--- config.mk ---
export PLATFORM = sky130hd
export DESIGN_NAME = req_arbiter
export DESIGN_NICKNAME = d
export VERILOG_FILES = /design/src/rtl/req_arbiter.sv
export SDC_FILE = /design/constraint.sdc
export NUM_CORES = 1
export LEC_CHECK = 0
export ABC_AREA = 0
export CORE_MARGIN = 8
export CORE_UTILIZATION = 25
export DETAILED_ROUTE_END_ITERATION = 6
export GPL_TIMING_DRIVEN = 1
export PLACE_DENSITY = 0.43
export RECOVER_POWER = 100
export SLEW_MARGIN = 10
export SYNTH_ARGS = -nofsm -noshare
export SYNTH_HDL_FRONTEND = slang
export SYNTH_SLANG_ARGS = --single-unit
--- constraint.sdc ---
create_clock -name clk -period 2.7 [get_ports clk]
set_input_delay 0.54 -clock clk [delete_from_list [all_inputs] [get_ports clk]]
set_output_delay 0.54 -clock clk [all_outputs]
set_load 0.005 [all_outputs]
--- src/rtl/req_arbiter.sv ---
// ---------------------------------------------------------------------------
// req_arbiter
//
// Four-requester round-robin arbiter with a bounded hold time. A requester
// keeps the grant while it keeps requesting, up to MAX_HOLD cycles. After
// that the grant is revoked and a one-cycle timeout pulse is raised. Every
// grant is followed by one dead (GAP) cycle before the next grant can be
// issued.
//
// Ports
//   clk        in   1  rising-edge clock
//   rst        in   1  synchronous active-high reset
//   req        in   4  level-sensitive request lines, one per requester
//   gnt        out  4  registered one-hot grant, 0000 when idle
//   gnt_idx    out  2  registered binary index of the gnt bit, 00 when idle
//   gnt_valid  out  1  high whenever gnt is non-zero
//   timeout    out  1  one-cycle pulse in the GAP cycle after a forced revoke
// ---------------------------------------------------------------------------
module req_arbiter #(
  parameter int unsigned MAX_HOLD = 8  // legal range 2..255
) (
  input  logic       clk,
  input  logic       rst,
  input  logic [3:0] req,
  output logic [3:0] gnt,
  output logic [1:0] gnt_idx,
  output logic       gnt_valid,
  output logic       timeout
);

  localparam logic [1:0] S_IDLE = 2'd0;
  localparam logic [1:0] S_BUSY = 2'd1;
  localparam logic [1:0] S_GAP  = 2'd2;

  // Sized so MAX_HOLD itself is representable; the counter stops there.
  localparam int CNT_W = $clog2(MAX_HOLD + 1);

  logic [1:0]       r_state;
  logic [3:0]       r_gnt;
  logic [1:0]       r_gnt_idx;
  logic             r_gnt_valid;
  logic             r_timeout;
  logic [CNT_W-1:0] r_hold_cnt;
  logic [1:0]       r_ptr;

  logic [7:0]       w_req_dbl;
  logic [2:0]       w_sh;
  logic [3:0]       w_rot;
  logic [1:0]       w_win_ofs;
  logic [1:0]       w_win_idx;
  logic             w_win_valid;
  logic             w_owner_req;
  logic             w_hold_max;

  // Rotate req so that bit 0 is the requester right after the last winner;
  // a plain priority encode on the rotated vector then gives round-robin.
  assign w_req_dbl = {req, req};
  assign w_sh      = {1'b0, r_ptr} + 3'd1;
  assign w_rot     = w_req_dbl[w_sh +: 4];

  // NOTE: every signal written in always_comb gets a default first so no
  // path can leave it unassigned and infer a latch.
  always_comb begin
    w_win_valid = |req;
    w_win_ofs   = 2'd0;
    if (w_rot[0])      w_win_ofs = 2'd0;
    else if (w_rot[1]) w_win_ofs = 2'd1;
    else if (w_rot[2]) w_win_ofs = 2'd2;
    else               w_win_ofs = 2'd3;
    w_win_idx = r_ptr + 2'd1 + w_win_ofs;  // wraps mod 4
  end

  assign w_owner_req = req[r_gnt_idx];
  assign w_hold_max  = (r_hold_cnt == CNT_W'(MAX_HOLD));

  // NOTE: state registers use non-blocking assignments so every register
  // samples the pre-edge values, independent of statement order.
  always_ff @(posedge clk) begin
    if (rst) begin
      r_state     <= S_IDLE;
      r_gnt       <= 4'b0000;
      r_gnt_idx   <= 2'd0;
      r_gnt_valid <= 1'b0;
      r_timeout   <= 1'b0;
      r_hold_cnt  <= '0;
      r_ptr       <= 2'd3;  // requester 0 searched first after reset
    end else begin
      r_timeout <= 1'b0;
      case (r_state)
        S_IDLE, S_GAP: begin
          if (w_win_valid) begin
            r_state     <= S_BUSY;
            r_gnt       <= 4'b0001 << w_win_idx;
            r_gnt_idx   <= w_win_idx;
            r_gnt_valid <= 1'b1;
            r_hold_cnt  <= CNT_W'(1);
          end else begin
            r_state     <= S_IDLE;
            r_gnt       <= 4'b0000;
            r_gnt_idx   <= 2'd0;
            r_gnt_valid <= 1'b0;
            r_hold_cnt  <= '0;
          end
        end
        S_BUSY: begin
          if (!w_owner_req || w_hold_max) begin
            r_state     <= S_GAP;
            r_gnt       <= 4'b0000;
            r_gnt_idx   <= 2'd0;
            r_gnt_valid <= 1'b0;
            r_hold_cnt  <= '0;
            r_ptr       <= r_gnt_idx;
            // A release on the limit edge is a normal release, not a timeout.
            r_timeout   <= w_owner_req;
          end else begin
            r_hold_cnt <= r_hold_cnt + CNT_W'(1);
          end
        end
        default: begin
          r_state     <= S_IDLE;
          r_gnt       <= 4'b0000;
          r_gnt_idx   <= 2'd0;
          r_gnt_valid <= 1'b0;
          r_hold_cnt  <= '0;
        end
      endcase
    end
  end

  assign gnt       = r_gnt;
  assign gnt_idx   = r_gnt_idx;
  assign gnt_valid = r_gnt_valid;
  assign timeout   = r_timeout;

endmodule

---- Word-level counts from Yosys, hierarchy flattened ----
Cells that the tools add are included.
operators by class
  eq/ne operators ......................... 4
  multiply operators ...................... 0
  add/sub/neg operators ................... 4
  shift operators ......................... 2
  mux-type cells .......................... 20
  order comparisons ....................... 1
  div/mod/pow operators ................... 0
  reduce and logical (&&, ||, !) cells .... 7
  bitwise gates (word level) .............. 2
operators with widths
  cell                                                                  count
  4-bit case mux with 2 select lines                                    2
  4-bit two-way mux                                                     3
  2-bit two-way mux                                                     5
  2-bit case mux with 2 select lines                                    2
  8-bit by 4-bit indexed part select with 3-bit output                  1
  1-bit two-way mux                                                     6
  4-bit by 1-bit adder with 4-bit output, second input constant         1
  4-bit == test, second input constant                                  1
  4-bit OR reduction                                                    1
  1-bit by 2-bit left shift with 4-bit output, first input constant     1
  2-bit by 1-bit adder with 3-bit output, second input constant         1
  2-bit by 3-bit < comparator with 1-bit output, second input constant  1
  3-bit OR reduction                                                    1
  2-bit by 1-bit adder with 2-bit output, second input constant         1
  2-bit adder                                                           1
  1-bit binary-select mux with 2-bit select                             1
  2-bit by 1-bit == test with 1-bit output, second input constant       1
  2-bit == test, second input constant                                  1
  2-bit zero test                                                       1
  2-bit != test, second input constant                                  1
  1-bit inverter                                                        2
  1-bit case mux with 2 select lines                                    1
  2-bit AND reduction                                                   1
  2-bit OR reduction                                                    1
  2 further kinds                                                       2
storage, ports and cells
  flip-flop bits (word level) ............. 16
  ROM bits ................................ 0
  memories kept ........................... 0
  RAM bits ................................ 0
  bits in latches ......................... 0
  logic and storage cells ................. 47
  input bits .............................. 6
  output and inout bits ................... 8

---- Depth between registers and ports, before layout ----
  word-level depth ........................ 9
  gate-level depth with buffers ........... 9
  gate-level depth less buffers ........... 8

---- Least setup slack after synthesis ----
No wires, ideal clock.
  path kind ............................... register to register
  start ................................... register r_ptr[0]
  end ..................................... register r_gnt[2], in the netlist gnt[2]
  arrival ................................. 1.836 ns
  data required time ...................... 2.583 ns
  buffers on the path ..................... 1
  clock period less this slack ............ 1.953 ns
  setup time .............................. 0.117 ns
  cell stages (with the launch flop) ...... 10
  setup slack ............................. 0.747 ns
  path through ............................ dfxtp_1 clkbuf_1 nor2_1 nand2_1 a21boi_2 a221oi_1 ha_1 a21boi_0 a32oi_4 a32o_1
on the way
  word-level cells in the longest chain between the ends .. 9
  elaborated cells on any way between the ends .. 10
  classes of those cells .................. add/sub (3); shift (2); mux (5)
ends and longest elaborated chain
  item                                                  line  source
  start: declaration                                    44    logic [1:0] r_ptr;
  start signal: assignment                              112   r_ptr <= r_gnt_idx;
  2-bit by 1-bit adder with 3-bit output                58    assign w_sh = {1'b0, r_ptr} + 3'd1;
  8-bit by 4-bit indexed part select with 3-bit output  59    assign w_rot = w_req_dbl[w_sh +: 4];
  1-bit two-way mux                                     68    else if (w_rot[2]) w_win_ofs = 2'd2;
  2-bit two-way mux                                     67    else if (w_rot[1]) w_win_ofs = 2'd1;
  2-bit two-way mux                                     66    if (w_rot[0]) w_win_ofs = 2'd0;
  2-bit adder *                                         70    w_win_idx = r_ptr + 2'd1 + w_win_ofs;
  1-bit by 2-bit left shift with 4-bit output *         93    r_gnt <= 4'b0001 << w_win_idx;
  4-bit two-way mux *                                   91    if (w_win_valid) begin
  4-bit case mux with 2 select lines *                  89    case (r_state)
  end signal: assignment                                93
  end: declaration                                      39    logic [3:0] r_gnt;
Mark *: on every way between the ends. The rest lies on a longest branch, timed or not.
A chain may end at the register's enable or synchronous reset.

---- Final worst setup path ----
  start ................................... input req[3]
  end ..................................... register r_gnt[3], in the netlist gnt[3]
on the way
  word-level cells in the longest chain between the ends .. 8
  elaborated cells on any way between the ends .. 14
  classes of those cells .................. add/sub (1); eq/ne (1); shift (2); mux (7); reduce/logical (3)
ends and longest elaborated chain
  item                                                  line  source
  start: declaration                                    24    input logic [3:0] req,
  8-bit by 4-bit indexed part select with 3-bit output  59
  1-bit two-way mux                                     68
  2-bit two-way mux                                     67
  2-bit two-way mux                                     66
  2-bit adder                                           70
  1-bit by 2-bit left shift with 4-bit output           93
  4-bit two-way mux                                     91
  4-bit case mux with 2 select lines                    89
Several ways; a longest one is shown, not always the timed one. The select of a mux whose other input is x is not followed.

==> results.ini <==
[run_status]
outcome = finished, final reports clean

[synth]
synth.area.top_cells = dfxtp_1 (40%), ha_1 (6.2%), nand2b_1 (4.6%)
ys_ff_latch = 16
synth_edf_count = 0
synth_cell_types = 35
async_reset_ff_share_pct = 0
synth_fp_nets = 94
syn-instance-count = 84
ys.flop_type = dfxtp_1
yosysWarnings = 0
avgSynthCellArea_um2 = 9.62
yosysMostFrequentCell = dfxtp_1
yosys.area.top_type_share_pct = 39.6
synth_common_cells = dfxtp_1 (16), nor2_1 (10), nand2b_1 (6)
synth_top_cell_by_area = dfxtp_1
seq_area_frac_synth_pct = 39.6
syn_area_um2 = 808

[clock_tree]
cts_buffers = 3
clockRootBuffer = clkbuf_4
htree_levels = 1
clk_pin_slew_worst_paths_ns = 0.09
cts.sinks = 16
cts_setup_buffers = 0
clkLatencyLatePin_ns = 0.29
cts_tree = built
cts_hold_buf = 0
clockBufferDepth = 2
cts.repair.resized = 0

[power_and_ir_drop]
cellLeakagePower_nw = 0.439
p_int_mw = 0.462
total_power_mw = 0.658
power_density_nw_per_um2 = 631
switching_share_pct = 29.9
power.switching_mw = 0.197
ir_drop_uv = 214
p_seq_share_pct = 45.8
clockPowerShare_pct = 24.0
power_frac_comb_pct = 30.2

[global_route]
grt_pass1_vias = 639
grt_max_degree = 13
grt_usage_pct = 6.84
antenna_found_initial = 0
grt_pass1_wl_um = 2860
grt_overflow = 0

[drt]
via_count = 650
first_iter_violations = 26
wl_um = 1720
ant_nets = 0
drtPass1Iterations = 2
wl_per_cell_um = 11.7
avgViaCountPerCell = 4.42
drc = 0

[sta]
max_clock_freq_ghz = 0.416
skew_ns = 0.00440
post-route-period-util_pct = 89.1
rsz0062_at_grt = no
worst_pin_slew_ns = 0.929
setup_viol = 0
maxSlewHeadroom_pct = 37.6
fin_crit_ns = 2.41
hold_violations = 0
fin_tns_setup_ns = 0
finalMaxSlewViolations = 0

[finish]
stdcell_area_um2 = 1040
nets = 114
num_antenna_cells = 0
drive_gt1_share_pct = 13.6
fill_cells = 316
syn_to_final_growth_pct = 29.1
fin_cells = 147

[worst_setup_path]
worstPathMaxFanout = 9
slowest_stage = nor3_1
path_cells = clkdlybuf4s50_1 -> clkbuf_1 -> mux4_2 -> o21ai_0 -> nor3_1 -> a22o_1
crit_cells = 6
slowest_delay_ns = 0.73
cp-start-kind = input port
cp_num_buf_inv = 2
end_kind = flop
worstPathRequired_ns = 2.93
reg2reg_depth = 7
crit_arrival_ns = 2.64
cp_top_family = simple AND/OR/NAND/NOR gates
path_class = in2reg

[floorplanning]
rows = 20
die_h_um = 72.9
coreArea_um2 = 3080
chipWidth_um = 72.9
pin_count = 14
die_area_um2 = 5310
start_util_pct = 26.3

[place]
dp.cells = 143
placed_cell_area_um2 = 1020
io_buffers = 13
place_hpwl_um = 1350
globalplace.congestion = 0.667

[worst_hold_path]
hp-class = reg2reg
worstHoldPathCells = 1

[run]
cap_violations = 0

-- final timing paths --
| check | end | startpoint | slack, ns |
|---|---|---|---|
| setup / recovery | gnt[3] | req[3] | 0.29 |
| hold reg to reg | gnt_valid | gnt_valid | 0.46 |
| setup reg to reg | gnt[2] | r_ptr[1] | 0.50 |
| hold / removal | gnt_valid | gnt_valid | 0.46 |
-- metrics by stage --
stage	setup slack (ns)	utilization [%]	hold WS, ns
2_1_floorplan	0.747	-	0.451
3_3_place_gp	0.0657	33.0	0.439
4_1_cts	0.314	34.2	0.470
3_5_place_dp	0.0133	33.0	0.443
5_1_grt	0.143	33.9	0.491
6_report	0.293	33.9	0.457
-- routing by layer --
layer	share of wire, %	track usage [%]
met1	49	8.38
met4	0.93	3.33
met3	6.7	2.75
met2	43	10.0
met5	0	0
-- power by group through the flow --
stage	logic [mW]	clock network, mW	registers, mW
final	0.199	0.158	0.302
after global routing	0.224	0.172	0.308
after detailed placement	0.212	0	0.308
after CTS	0.214	0.165	0.303
after floorplan	0.142	0	0.294
after global placement	0.211	0	0.310
-- flip-flops by register name (all words and copies together) (netlist names) --
register / flops
gnt_idx: 2
r_state: 2
gnt: 4
r_ptr: 2
timeout: 1
gnt_valid: 1
r_hold_cnt: 4
-- cells by family after synthesis --
| family | count (synthesis) | synth area share, % |
|---|---|---|
| multiplexers | 3 | 5.26 |
| AO/OA/AOI/OAI | 20 | 21.8 |
| adder cells (fa/ha/maj) | 4 | 6.19 |
| AND/OR/NAND/NOR | 32 | 21.2 |
| buffers and inverters | 7 | 3.72 |
| XOR/XNOR | 2 | 2.17 |
| flip-flops | 16 | 39.6 |
-- cell usage in the layout, fill, tap and decap left out, types with 3 or more instances in the layout --
cell type | synthesis | final
clkbuf_4 | 0 | 3
ha_1 | 4 | 4
nand2b_1 | 6 | 6
or3_1 | 3 | 3
dfxtp_1 | 16 | 16
dlygate4sd3_1 | 0 | 8
clkdlybuf4s50_1 | 0 | 5
nor2_1 | 10 | 10
a21o_1 | 4 | 4
inv_1 | 4 | 4
nand2_1 | 4 | 4
buf_4 | 1 | 4
-- area by class of cell --
type	instances	area, um^2	area share, %
Tap cell	44	55.1	5.28
Timing Repair Buffer	18	164	15.7
Multi-Input combinational cell	61	453	43.4
Inverter	4	15.0	1.44
Clock buffer	4	36.3	3.48
Sequential cell	16	320	30.7
No activity file was read; power rests on OpenSTA's default activity.
